--- src/rtl/if_fetch.sv ---
// ============================================================================
// Module   : if_fetch
// Summary  : Instruction-fetch stage with credit-limited in-order fetch queue,
//            stall hold and branch redirect with stale-response dropping.
// Revision : 1.0
// ============================================================================
`default_nettype none

module if_fetch #(
  parameter logic [31:0] RESET_PC = 32'h0000_0000,
  parameter int          DEPTH    = 2
) (
  input  logic        clk,
  input  logic        rst,
  input  logic        stall_i,
  input  logic        branch_flag_i,
  input  logic [31:0] branch_target_i,
  output logic        imem_req,
  output logic [31:0] imem_addr,
  input  logic        imem_gnt,
  input  logic        imem_rvalid,
  input  logic [31:0] imem_rdata,
  output logic        if_valid,
  output logic [31:0] if_pc,
  output logic [31:0] if_inst
);

  localparam int                   c_PTR_W   = $clog2(DEPTH);
  localparam int                   c_CNT_W   = $clog2(DEPTH) + 1;
  localparam logic [c_CNT_W-1:0]   c_ONE     = 1;
  localparam logic [c_PTR_W-1:0]   c_PTR_ONE = 1;
  localparam logic [c_CNT_W:0]     c_LIMIT   = (c_CNT_W + 1)'(DEPTH);

  logic [31:0]        r_fetch_pc;
  logic [c_CNT_W-1:0] r_outst;
  logic [c_CNT_W-1:0] r_count;
  logic [c_CNT_W-1:0] r_drop;

  logic [31:0]        r_pend [DEPTH];
  logic [c_PTR_W-1:0] r_pend_wr;
  logic [c_PTR_W-1:0] r_pend_rd;

  logic [31:0]        r_qpc   [DEPTH];
  logic [31:0]        r_qinst [DEPTH];
  logic [c_PTR_W-1:0] r_q_wr;
  logic [c_PTR_W-1:0] r_q_rd;

  logic [c_CNT_W:0]   w_inflight;
  logic               w_fire;
  logic               w_rsp_drop;
  logic               w_rsp_keep;
  logic               w_pop;
  logic [c_CNT_W-1:0] w_outst_nxt;
  logic [c_CNT_W-1:0] w_count_nxt;
  logic               w_unused_bits;

  assign w_unused_bits = ^branch_target_i[1:0];

  assign w_inflight = {1'b0, r_outst} + {1'b0, r_count};

  // Gating with rst keeps the request low for the whole reset, not just after the first edge.
  assign imem_req  = rst & (w_inflight < c_LIMIT) & (r_drop == '0) & ~branch_flag_i;
  assign imem_addr = r_fetch_pc;

  assign w_fire     = imem_req & imem_gnt;
  assign w_rsp_drop = imem_rvalid & (branch_flag_i | (r_drop != '0));
  assign w_rsp_keep = imem_rvalid & ~w_rsp_drop;
  assign w_pop      = if_valid & ~stall_i & ~branch_flag_i;

  assign w_outst_nxt = r_outst + (w_fire ? c_ONE : '0) - (imem_rvalid ? c_ONE : '0);
  assign w_count_nxt = r_count + (w_rsp_keep ? c_ONE : '0) - (w_pop ? c_ONE : '0);

  assign if_valid = (r_count != '0);
  assign if_pc    = if_valid ? r_qpc[r_q_rd]   : 32'h0;
  assign if_inst  = if_valid ? r_qinst[r_q_rd] : 32'h0;

  always_ff @(posedge clk or negedge rst) begin
    if (!rst) begin
      r_fetch_pc <= RESET_PC;
      r_outst    <= '0;
      r_count    <= '0;
      r_drop     <= '0;
      r_pend_wr  <= '0;
      r_pend_rd  <= '0;
      r_q_wr     <= '0;
      r_q_rd     <= '0;
    end else if (branch_flag_i) begin
      // No request can fire here, so every remaining in-flight response is stale.
      r_fetch_pc <= {branch_target_i[31:2], 2'b00};
      r_outst    <= w_outst_nxt;
      r_drop     <= w_outst_nxt;
      r_count    <= '0;
      r_pend_wr  <= '0;
      r_pend_rd  <= '0;
      r_q_wr     <= '0;
      r_q_rd     <= '0;
    end else begin
      r_outst <= w_outst_nxt;
      r_count <= w_count_nxt;
      if (w_fire) begin
        r_fetch_pc <= r_fetch_pc + 32'd4;
        r_pend_wr  <= r_pend_wr + c_PTR_ONE;
      end
      if (w_rsp_drop) begin
        r_drop <= r_drop - c_ONE;
      end
      if (w_rsp_keep) begin
        r_pend_rd <= r_pend_rd + c_PTR_ONE;
        r_q_wr    <= r_q_wr + c_PTR_ONE;
      end
      if (w_pop) begin
        r_q_rd <= r_q_rd + c_PTR_ONE;
      end
    end
  end

  // Storage needs no reset: every read is qualified by the occupancy counters.
  always_ff @(posedge clk) begin
    if (w_fire) begin
      r_pend[r_pend_wr] <= r_fetch_pc;
    end
    if (w_rsp_keep) begin
      r_qpc[r_q_wr]   <= r_pend[r_pend_rd];
      r_qinst[r_q_wr] <= imem_rdata;
    end
  end

endmodule

`default_nettype wire

--- config.mk ---
export PLATFORM = sky130hd
export DESIGN_NAME = if_fetch
export DESIGN_NICKNAME = d
export VERILOG_FILES = /design/src/rtl/if_fetch.sv
export SDC_FILE = /design/constraint.sdc
export NUM_CORES = 1
export LEC_CHECK = 0
export CORE_MARGIN = 5
export CORE_UTILIZATION = 40
export CTS_CLUSTER_SIZE = 28
export DETAILED_ROUTE_END_ITERATION = 6
export PLACE_DENSITY = 0.72
export SYNTH_ARGS = -nofsm -noshare
export SYNTH_HDL_FRONTEND = slang
export SYNTH_SLANG_ARGS = --single-unit
--- constraint.sdc ---
create_clock -name clk -period 7.3 [get_ports clk]
set_clock_uncertainty 0.1 [all_clocks]
set_input_delay 1.46 -clock clk [delete_from_list [all_inputs] [get_ports clk]]
set_output_delay 1.46 -clock clk [all_outputs]
set_load 0.02 [all_outputs]
After elaboration in Yosys (flattened, before gate mapping):

Memories as Yosys holds them, arrays and structs flattened.
Index checks and enable logic that the tools add are counted.
Widths: inputs -> output; s select.

* register bits: 42
* memory bits (writable): 192
* input port bits: 70
* output and inout bits: 98
* logic and storage cells: 65
* memories: 3

Memory list
* r_pend: depth 2, bits a word 32, read ports 1, clocked after memory_dff 0, wr ports 1, RTL line 39 `logic [31:0] r_pend [DEPTH];`
* r_qinst: depth 2, bits a word 32, read ports 1, clocked after memory_dff 0, wr ports 1, RTL line 44 `logic [31:0] r_qinst [DEPTH];`
* r_qpc: depth 2, bits a word 32, read ports 1, clocked after memory_dff 0, wr ports 1, RTL line 43 `logic [31:0] r_qpc [DEPTH];`

* add/sub/neg operators: 11
* magnitude comparators: 1
* muxes and demuxes: 23
* bitwise operators: 12
* reduce and logical (&&, ||, !) cells: 7

Operator list (count)
* $mux 32: 4
* $add 32x3->32 const B: 1
* $mux 1: 16
* $reduce_bool 2->1: 6
* $and 1x1->1: 8
* $mux 2: 3
* $add 1x1->1 const B: 4
* $add 2x1->2: 2
* $sub 2x1->2: 2
* $add 2x2->3: 1
* $lt 3x2->1 const B: 1
* $not 1->1: 3
* $logic_not 2->1: 1
* $sub 2x1->2 const B: 1
* $or 1x1->1: 1

Logic depth before layout (Yosys ltp):

Gate-level depths: netlist of run 1.

* depth after elaboration: 10
* depth in mapped cells: 13
* depth with buffers taken out: 12

Least setup slack after synthesis of run 1:

Ideal clock, no wire load.

* path kind: input to register
* start point: input branch_flag_i
* end point: memory r_qinst[0][0], enable pin
* setup time: 482 ps
* arrival time: 4318 ps
* data required time: 6718 ps
* path slack: 2400 ps
* stages: 3
* buffers on the path: 0
* cells stage by stage: clkinv_1 > nand3_1 > nor2_1

* longest elaborated chain between the ends: 6

Ends and longest elaborated chain
* from (decl): RTL line 16 `input logic branch_flag_i,`
* $or 1x1->1: RTL line 66 `assign w_rsp_drop = imem_rvalid & (branch_flag_i | (r_drop != '0));`
* $and 1x1->1: RTL line 66
* $not 1->1: RTL line 67 `assign w_rsp_keep = imem_rvalid & ~w_rsp_drop;`
* $and 1x1->1: RTL line 67
* $mux 1: RTL line 122 `if (w_rsp_keep) begin`
* $mux 1 (implied by the code): RTL line 124 `r_qinst[r_q_wr] <= imem_rdata;`
* to (decl): RTL line 44

Every way passes these cells.

Final worst setup path of run 1:

* start point: input branch_flag_i
* end point: output imem_req

* longest elaborated chain between the ends: 2

Ends and longest elaborated chain
* $not 1->1: RTL line 62 `assign imem_req = rst & (w_inflight < c_LIMIT) & (r_drop == '0) & ~branch_flag_i;`
* $and 1x1->1: RTL line 62
* to (decl): RTL line 18 `output logic imem_req,`

Every way passes these cells.

==> results of run 1 <==
==> critical path, cell delays in order <==
cell	delay, ns
clkdlybuf4s50_1	0.39
buf_4	0.29
or4b_4	0.64
nor2_1	0.14
clkdlybuf4s50_1	0.62
==> metal layers <==
metal | GRT usage (%) | vias up | wire (um) | part of all wire [%]
met5 | 0 | - | 0 | 0
met4 | 3.916 | 0 | 328 | 1.6
met3 | 2.832 | 26 | 1224 | 6.1
met2 | 25.81 | 201 | 9807 | 49
met1 | 20.03 | 2740 | 8545 | 43
li1 | - | 2654 | - | -
==> registers in the layout, summed over array words and instances, names as in the netlist, 2 cells and up <==
signal / cells
r_outst: 2
r_qinst: 64
r_count: 2
r_qpc: 60
imem_addr: 30
r_pend: 60
r_drop: 2
==> power breakdown <==
group          switching, mW  internal, mW  leakage [nW]
Sequential             0.113          1.52          2.16
Clock                  0.474         0.817         0.422
Combinational          0.439         0.382          1.44
Total                   1.03          2.72          4.02
==> logic make-up after synthesis <==
| logic type | share of synthesized area, % |
|---|---|
| other | 0.04105 |
| muxes | 11.05 |
| buffers and inverters | 2.027 |
| xor gates and xnor gates | 1.534 |
| DFF | 71.43 |
| and+or+nand+nor | 9.148 |
| AOI/OAI and AO/OA | 3.725 |
| adders and majority gates | 1.041 |
==> worst max-delay path by stage <==
stage                              from             to  slack (ns)
after global placement    branch_flag_i       imem_req        2.18
after detailed placement  branch_flag_i       imem_req        2.19
after floorplan           branch_flag_i  r_qinst[0][0]        2.40
after global routing      branch_flag_i       imem_req        2.13
final                     branch_flag_i       imem_req        2.18
after CTS                 branch_flag_i       imem_req        2.18
==> cells in the final DEF (no fill, tap or decap), types with 5 or more instances in the layout <==
master	count
o21ai_0	19
dfrtp_1	39
xnor2_1	7
mux2_2	31
clkdlybuf4s50_1	160
a21oi_1	5
ha_1	6
clkbuf_8	5
nor4_1	5
nand3_1	23
xor2_1	9
buf_4	8
o211ai_1	6
inv_1	9
nand4_1	12
clkbuf_16	25
nand2_1	39
mux2i_1	66
nor2_1	83
edfxtp_1	184
==> per-stage QoR <==
step / instance area (um^2) / std cells / setup slack (ns) / utilization, % / hold WS [ns]
after floorplan: 9148 / 626 / 2.400 / - / 0.3921
after global placement: 11060 / 1048 / 2.175 / 48.98 / 0.4213
after detailed placement: 11060 / 1048 / 2.191 / 48.98 / 0.4303
after CTS: 11930 / 1092 / 2.180 / 52.83 / 0.4450
after global routing: 11930 / 1092 / 2.130 / 52.83 / 0.4673
final: 11930 / 1092 / 2.182 / 52.83 / 0.4440
==> final cells by class <==
cell class | instances | area, um^2 | share of cell area, %
Sequential cell | 224 | 6530 | 54.76
Clock buffer | 32 | 701.9 | 5.886
Tap cell | 285 | 356.6 | 2.990
Timing Repair Buffer | 169 | 1667 | 13.98
Multi-Input combinational cell | 359 | 2461 | 20.64
Inverter | 11 | 41.29 | 0.3462
Clock inverter | 12 | 167.7 | 1.406
==> flow_summary.toml, run 1 <==
[sta]
fin_setup_tns_ns = 0
tightest_slew_ns = 1.149
drv_slew = 0
finalHoldViolCount = 0
relSlewSlack_pct = 23.42
period_needed_ns = 5.118
setup_violations = 0
post-route-period-util_pct = 70.10
fmax_mhz = 195.4
rsz0062_at_grt = "false"

[clock_network]
root_buffer = "clkbuf_16"
cts.reportedPaths.clkPinSlew_ns = 0.06
clk_path_buf_depth = 3
cts_hold_buf = 0
cts_tree = "done"
cts_resized = 0
cts_buffers = 24
htree_levels = 1
cts_setup_buffers = 0
clock_latency_ns = 0.50
clock-sinks = 224

[setup_path]
reg2reg_slack_ns = 3.77
cp-start-kind = "input port"
path_class = "in2out"
cp_data_arrival_time_ns = 3.56
cp_max_fo = 51
timing.rr.end = "r_drop[1]"
critPathCaptureType = "output pin"
reg2reg_depth = 12
required_ns = 5.74
r2r_start = "r_count[0]"

[final_layout]
nFillCells = 1877
fin_nets = 866
num_antenna_cells = 0
final_layout_size_suffix_gt1_share_pct = 11.52
area_growth_pct = 30.53

[synthesis]
synth_top_area_cell = "edfxtp_1"
async_reset_ff_share_pct = 17.86
synth_most_common_cell = "edfxtp_1"
syn_inst = 623
synth_top_cell_area_share_pct = 60.48
synth_common_cells = "184 x edfxtp_1, 87 x nor2_1, 66 x mux2i_1"
synthFlopType = "edfxtp_1"
synth.distinct_cells = 51
syn_area_um2 = 9136
yosysSeqAreaShare_pct = 71.43
synth_warnings = 0
syn_area_per_cell_um2 = 14.66
yosys-top-cells-area = "edfxtp_1 60%, dfrtp_1 11%, mux2i_1 7.2%"
yosys_register_bits = 224
synth_edf_count = 184

[die]
die-area_um2 = 25960
start_util_pct = 40.48
ioPinCount = 168
core_area_um2 = 22570
rows = 55
die_y_um = 161.1
dieWidth_um = 161.1

[drt]
vias = 5621
first_iter_violations = 389
routed_via_density = 5.147
wire_per_inst_um = 18.23
dr.pass1.iters = 5
ant_nets = 0
routed_wl_mm = 19.91
drc = 0

[pwr]
total_power_mw = 3.744
leakage_nw = 4.017
vdd_drop_max_uv = 156.6
powerDensity_nw_per_um2 = 313.9

[placed_design]
place_hpwl_mm = 13.05
gp_congestion = 0.7888
place.port_buffers = 161

[global_route]
grt_max_degree = 67
grt.total_usage_pct = 15.11
grt_pass1_wl_mm = 31.64
grt_pass1_vias = 5677
gr-total-overflow = 0
antenna_found_initial = 0

[outcome]
outcome = "finished, final reports clean"

[hold_path]
whs_path_depth = 1
holdCritStartpoint = "r_outst[0]"
min_to = "r_outst[0]"
hold_path.class = "reg2reg"

[flow_run]
maxCapViolCount = 0
Power figures use the tool's default switching activity.
==> run 2: changes to the inputs <==
PLACE_DENSITY = 0.74   (was 0.72)
clock period = 4.5 ns   (was 7.3 ns; I/O delays follow)
==> flow_summary.toml, run 2 (synthesis results as in run 1) <==
[outcome]
outcome = "finished, final reports clean"

[final_layout]
fin_nets = 870
area_growth_pct = 29.50
fin_util_pct = 52.42
mostFrequentLayoutCells = "184 x edfxtp_1, 159 x clkdlybuf4s50_1, 83 x nor2_1"
final_layout_size_suffix_gt1_share_pct = 11.12
num_antenna_cells = 0
largest_reg_flops = 64
layout_commonest_cell = "edfxtp_1"
regMostFlops = "r_qinst"
reg.largest.list = "r_qinst: 64 flops, r_pend: 60 flops, r_qpc: 60 flops"
nFillCells = 1877

[setup_path]
cp-start-kind = "flip-flop"
cp_data_arrival_time_ns = 2.85
r2r_start = "r_count[0]"
cpPeakStageDelay_ns = 0.62
path_class = "reg2out"
crit_family = "simple AND/OR/NAND/NOR gates"
critPathCaptureType = "output pin"
critPathBufInv = 1
timing.rr.end = "r_drop[1]"
cp_max_fo = 4
cp_slowest_cell = "clkdlybuf4s50_1"
reg2reg_depth = 12
required_ns = 3.50
reg2reg_slack_ns = 1.06
crit_chain = "and2_1, fa_1, or4b_4, nor2_1, clkdlybuf4s50_1"

[die]
die_y_um = 161.1
core_area_um2 = 22570
rows = 55
start_util_pct = 40.48
ioPinCount = 168
die-area_um2 = 25960
dieWidth_um = 161.1

[drt]
drc = 0
routed_wl_mm = 19.80
dr.pass1.iters = 5
wire_per_inst_um = 18.10
vias = 5599
ant_nets = 0
routed_via_density = 5.118
first_iter_violations = 316

[sta]
fin_setup_tns_ns = 0
finalHoldViolCount = 0
hold_ws_ns = 0.3784
rsz0062_at_grt = "false"
post-route-period-util_pct = 85.51
setup_violations = 0
tightest_slew_ns = 0.9044
fmax_mhz = 259.9
relSlewSlack_pct = 39.49
drv_slew = 0
period_needed_ns = 3.848

[clock_network]
clock-sinks = 224
cts_hold_buf = 0
htree_levels = 1
cts_resized = 0
cts_buffers = 23
root_buffer = "clkbuf_16"
clock_latency_ns = 0.50
cts_setup_buffers = 0
cts.reportedPaths.clkPinSlew_ns = 0.06
cts_tree = "done"
clk_path_buf_depth = 3

[pwr]
clkPwrFrac_pct = 30.8
seqPwrFrac_pct = 45.2
leakage_nw = 3.976
switching_share_pct = 28.14
p_sw_mw = 1.624
powerDensity_nw_per_um2 = 487.9
p_comb_share_pct = 24.0
cell_internal_pwr_mw = 4.148
vdd_drop_max_uv = 209.2

[placed_design]
place.port_buffers = 161
gp_congestion = 0.8061
place_hpwl_mm = 13.29

[global_route]
grt_pass1_vias = 5538
grt_max_degree = 50
antenna_found_initial = 0
grt.total_usage_pct = 14.95
gr-total-overflow = 0
grt_pass1_wl_mm = 31.19

[hold_path]
hold_path.class = "in2async"

[flow_run]
maxCapViolCount = 0
==> run 2: how the worst max path moves through the flow <==
stage	endpoint	depth (start not counted)	slack, ns	from
floorplan	r_qinst[0][0]	3	0.16	branch_flag_i
global placement	r_drop[1]	11	1.08	branch_flag_i
detailed placement	r_drop[1]	11	1.06	branch_flag_i
CTS	imem_req	5	0.63	r_count[0]
global route	imem_req	5	0.58	r_count[0]
finish	imem_req	5	0.65	r_count[0]
==> run 2: area by class of cell <==
class,count,area (um^2),share of cell area [%]
Inverter,11,41.29,0.3490
Sequential cell,224,6530,55.19
Clock inverter,12,107.6,0.9095
Timing Repair Buffer,174,1737,14.68
Tap cell,285,356.6,3.014
Multi-Input combinational cell,359,2461,20.80
Clock buffer,29,598.1,5.055
==> run 2: metal layers <==
layer / vias up / GRT usage [%] / wire, um
met4: 0 / 3.296 / 260
met3: 25 / 2.934 / 1282
met2: 189 / 25.29 / 9947
li1: 2652 / - / -
met5: - / 0 / 0
met1: 2733 / 20.22 / 8311
==> run 2: metrics by stage <==
stage,power [mW],cell area (um^2),worst slack [ns],std cells
global route,6.061,11830,0.5790,1094
floorplan,3.423,9148,0.1598,626
detailed placement,4.061,11130,1.059,1053
finish,5.773,11830,0.6522,1094
CTS,5.855,11830,0.6298,1094
global placement,4.030,11130,1.076,1053
==> run 2: power by group through the flow <==
stage,Sequential (mW),Clock [mW],Combinational (mW)
after global placement,2.64,0,1.39
after floorplan,2.62,0,0.800
after CTS,2.61,1.83,1.41
final,2.61,1.78,1.39
after detailed placement,2.65,0,1.41
after global routing,2.63,1.93,1.50
==> run 3: changes to the inputs <==
PLACE_DENSITY = 0.66   (was 0.74)
==> flow_summary.toml, run 3 (synthesis results as in run 1) <==
[die]
ioPinCount = 168
die_y_um = 161.1
start_util_pct = 40.48
core_area_um2 = 22570
rows = 55
dieWidth_um = 161.1
die-area_um2 = 25960

[final_layout]
mostFrequentLayoutCells = "184 x edfxtp_1, 159 x clkdlybuf4s50_1, 83 x nor2_1"
fin_util_pct = 52.42
area_growth_pct = 29.51
reg.largest.list = "r_qinst: 64 flops, r_pend: 60 flops, r_qpc: 60 flops"
final_layout_size_suffix_gt1_share_pct = 11.23
num_antenna_cells = 0
fin_nets = 869
regMostFlops = "r_qinst"
largest_reg_flops = 64
layout_commonest_cell = "edfxtp_1"
layout.cells.non_filler = 1095

[setup_path]
critPathCaptureType = "output pin"
cpPeakStageDelay_ns = 0.62
cp_data_arrival_time_ns = 2.88
cp-start-kind = "flip-flop"
cp_max_fo = 4
reg2reg_slack_ns = 1.09
crit_chain = "and2_1, fa_1, or4b_4, nor2_1, clkdlybuf4s50_1"
critPathBufInv = 1
crit_family = "simple AND/OR/NAND/NOR gates"
r2r_start = "r_count[0]"
timing.rr.end = "r_drop[1]"
path_class = "reg2out"
reg2reg_depth = 13
required_ns = 3.50
cp_slowest_cell = "clkdlybuf4s50_1"

[sta]
fin_setup_tns_ns = 0
tightest_slew_ns = 0.9673
fmax_mhz = 257.7
period_needed_ns = 3.881
rsz0062_at_grt = "false"
drv_slew = 0
hold_ws_ns = 0.3960
finalHoldViolCount = 0
setup_violations = 0
relSlewSlack_pct = 35.27
post-route-period-util_pct = 86.25

[placed_design]
place.port_buffers = 161
placed_cells = 1051
gp_congestion = 0.7969
place_hpwl_mm = 13.62

[pwr]
leakage_nw = 3.981
seqPwrFrac_pct = 45.1
p_comb_share_pct = 22.9
powerDensity_nw_per_um2 = 494.1
vdd_drop_max_uv = 238.7
clkPwrFrac_pct = 31.9
p_sw_mw = 1.626
switching_share_pct = 27.81
cell_internal_pwr_mw = 4.220
total_power_mw = 5.846

[hold_path]
hold_path.class = "in2async"

[global_route]
grt.total_usage_pct = 15.27
grt_max_degree = 67
grt_pass1_vias = 5873
grt_pass1_wl_mm = 31.71
gr-total-overflow = 0
antenna_found_initial = 0

[outcome]
outcome = "finished, final reports clean"

[drt]
routed_wl_mm = 20.23
routed_via_density = 5.177
ant_nets = 0
wire_per_inst_um = 18.47
vias = 5669
drc = 0
first_iter_violations = 456
dr.pass1.iters = 5

[clock_network]
cts_resized = 0
cts.reportedPaths.clkPinSlew_ns = 0.06
cts_hold_buf = 0
htree_levels = 1
cts_buffers = 24
root_buffer = "clkbuf_16"
clock-sinks = 224
clock_latency_ns = 0.50
cts_setup_buffers = 0
clk_path_buf_depth = 3
cts_tree = "done"

[flow_run]
maxCapViolCount = 0
-- run 3: changes by cell type in the layout (fill, tap and decap cells not counted), sizes merged --
cell      before  now
buf           15   13
clkbuf        29   34
clkinv        10    8
clkinvlp       0    1
inv           11   10
-- run 3: metrics by stage --
| step | setup WS (ns) | area (um^2) |
|---|---|---|
| floorplan | 0.1598 | 9148 |
| global placement | 0.9697 | 11070 |
| detailed placement | 0.9358 | 11070 |
| CTS | 0.6058 | 11830 |
| global route | 0.5567 | 11830 |
| finish | 0.6190 | 11830 |
-- run 3: worst register-to-register path, delay by kind of cell (launching register included) --
| family | cells | cell delay (ns) |
|---|---|---|
| AND/OR/NAND/NOR | 4 | 0.93 |
| adder cells (fa/ha/maj) | 3 | 0.98 |
| XOR/XNOR | 2 | 0.34 |
| flip-flops | 1 | 0.42 |
| buffers and inverters | 3 | 0.48 |
| AO/OA/AOI/OAI | 1 | 0.08 |
-- run 3: power groups by stage --
stage	logic (mW)	clock network [mW]	registers (mW)
finish	1.34	1.87	2.64
global route	1.45	2.01	2.66
CTS	1.37	1.91	2.64
detailed placement	1.36	0	2.68
global placement	1.33	0	2.67
floorplan	0.800	0	2.62
-- run 3: final cells by class --
| type | instances | area [um^2] |
|---|---|---|
| Timing Repair Buffer | 172 | 1684 |
| Tap cell | 285 | 356.6 |
| Clock inverter | 10 | 100.1 |
| Multi-Input combinational cell | 359 | 2461 |
| Sequential cell | 224 | 6530 |
| Inverter | 11 | 41.29 |
| Clock buffer | 34 | 659.4 |
| Fill cell | 1895 | 10740 |
-- run 3: per-layer routing --
| metal | vias up | wire length (um) | track usage (%) |
|---|---|---|---|
| li1 | 2653 | - | - |
| met4 | 0 | 416 | 4.304 |
| met5 | - | 0 | 0 |
| met2 | 216 | 10530 | 27.09 |
| met1 | 2775 | 8012 | 19.27 |
| met3 | 25 | 1271 | 2.756 |
-- run 3: how the worst max path moves through the flow --
stage,start,to,slack (ns),depth (start not counted)
global placement,branch_flag_i,imem_req,0.97,4
global route,r_count[0],imem_req,0.56,5
finish,r_count[0],imem_req,0.62,5
floorplan,branch_flag_i,r_qinst[0][0],0.16,3
CTS,r_count[0],imem_req,0.61,5
detailed placement,branch_flag_i,r_drop[1],0.94,12
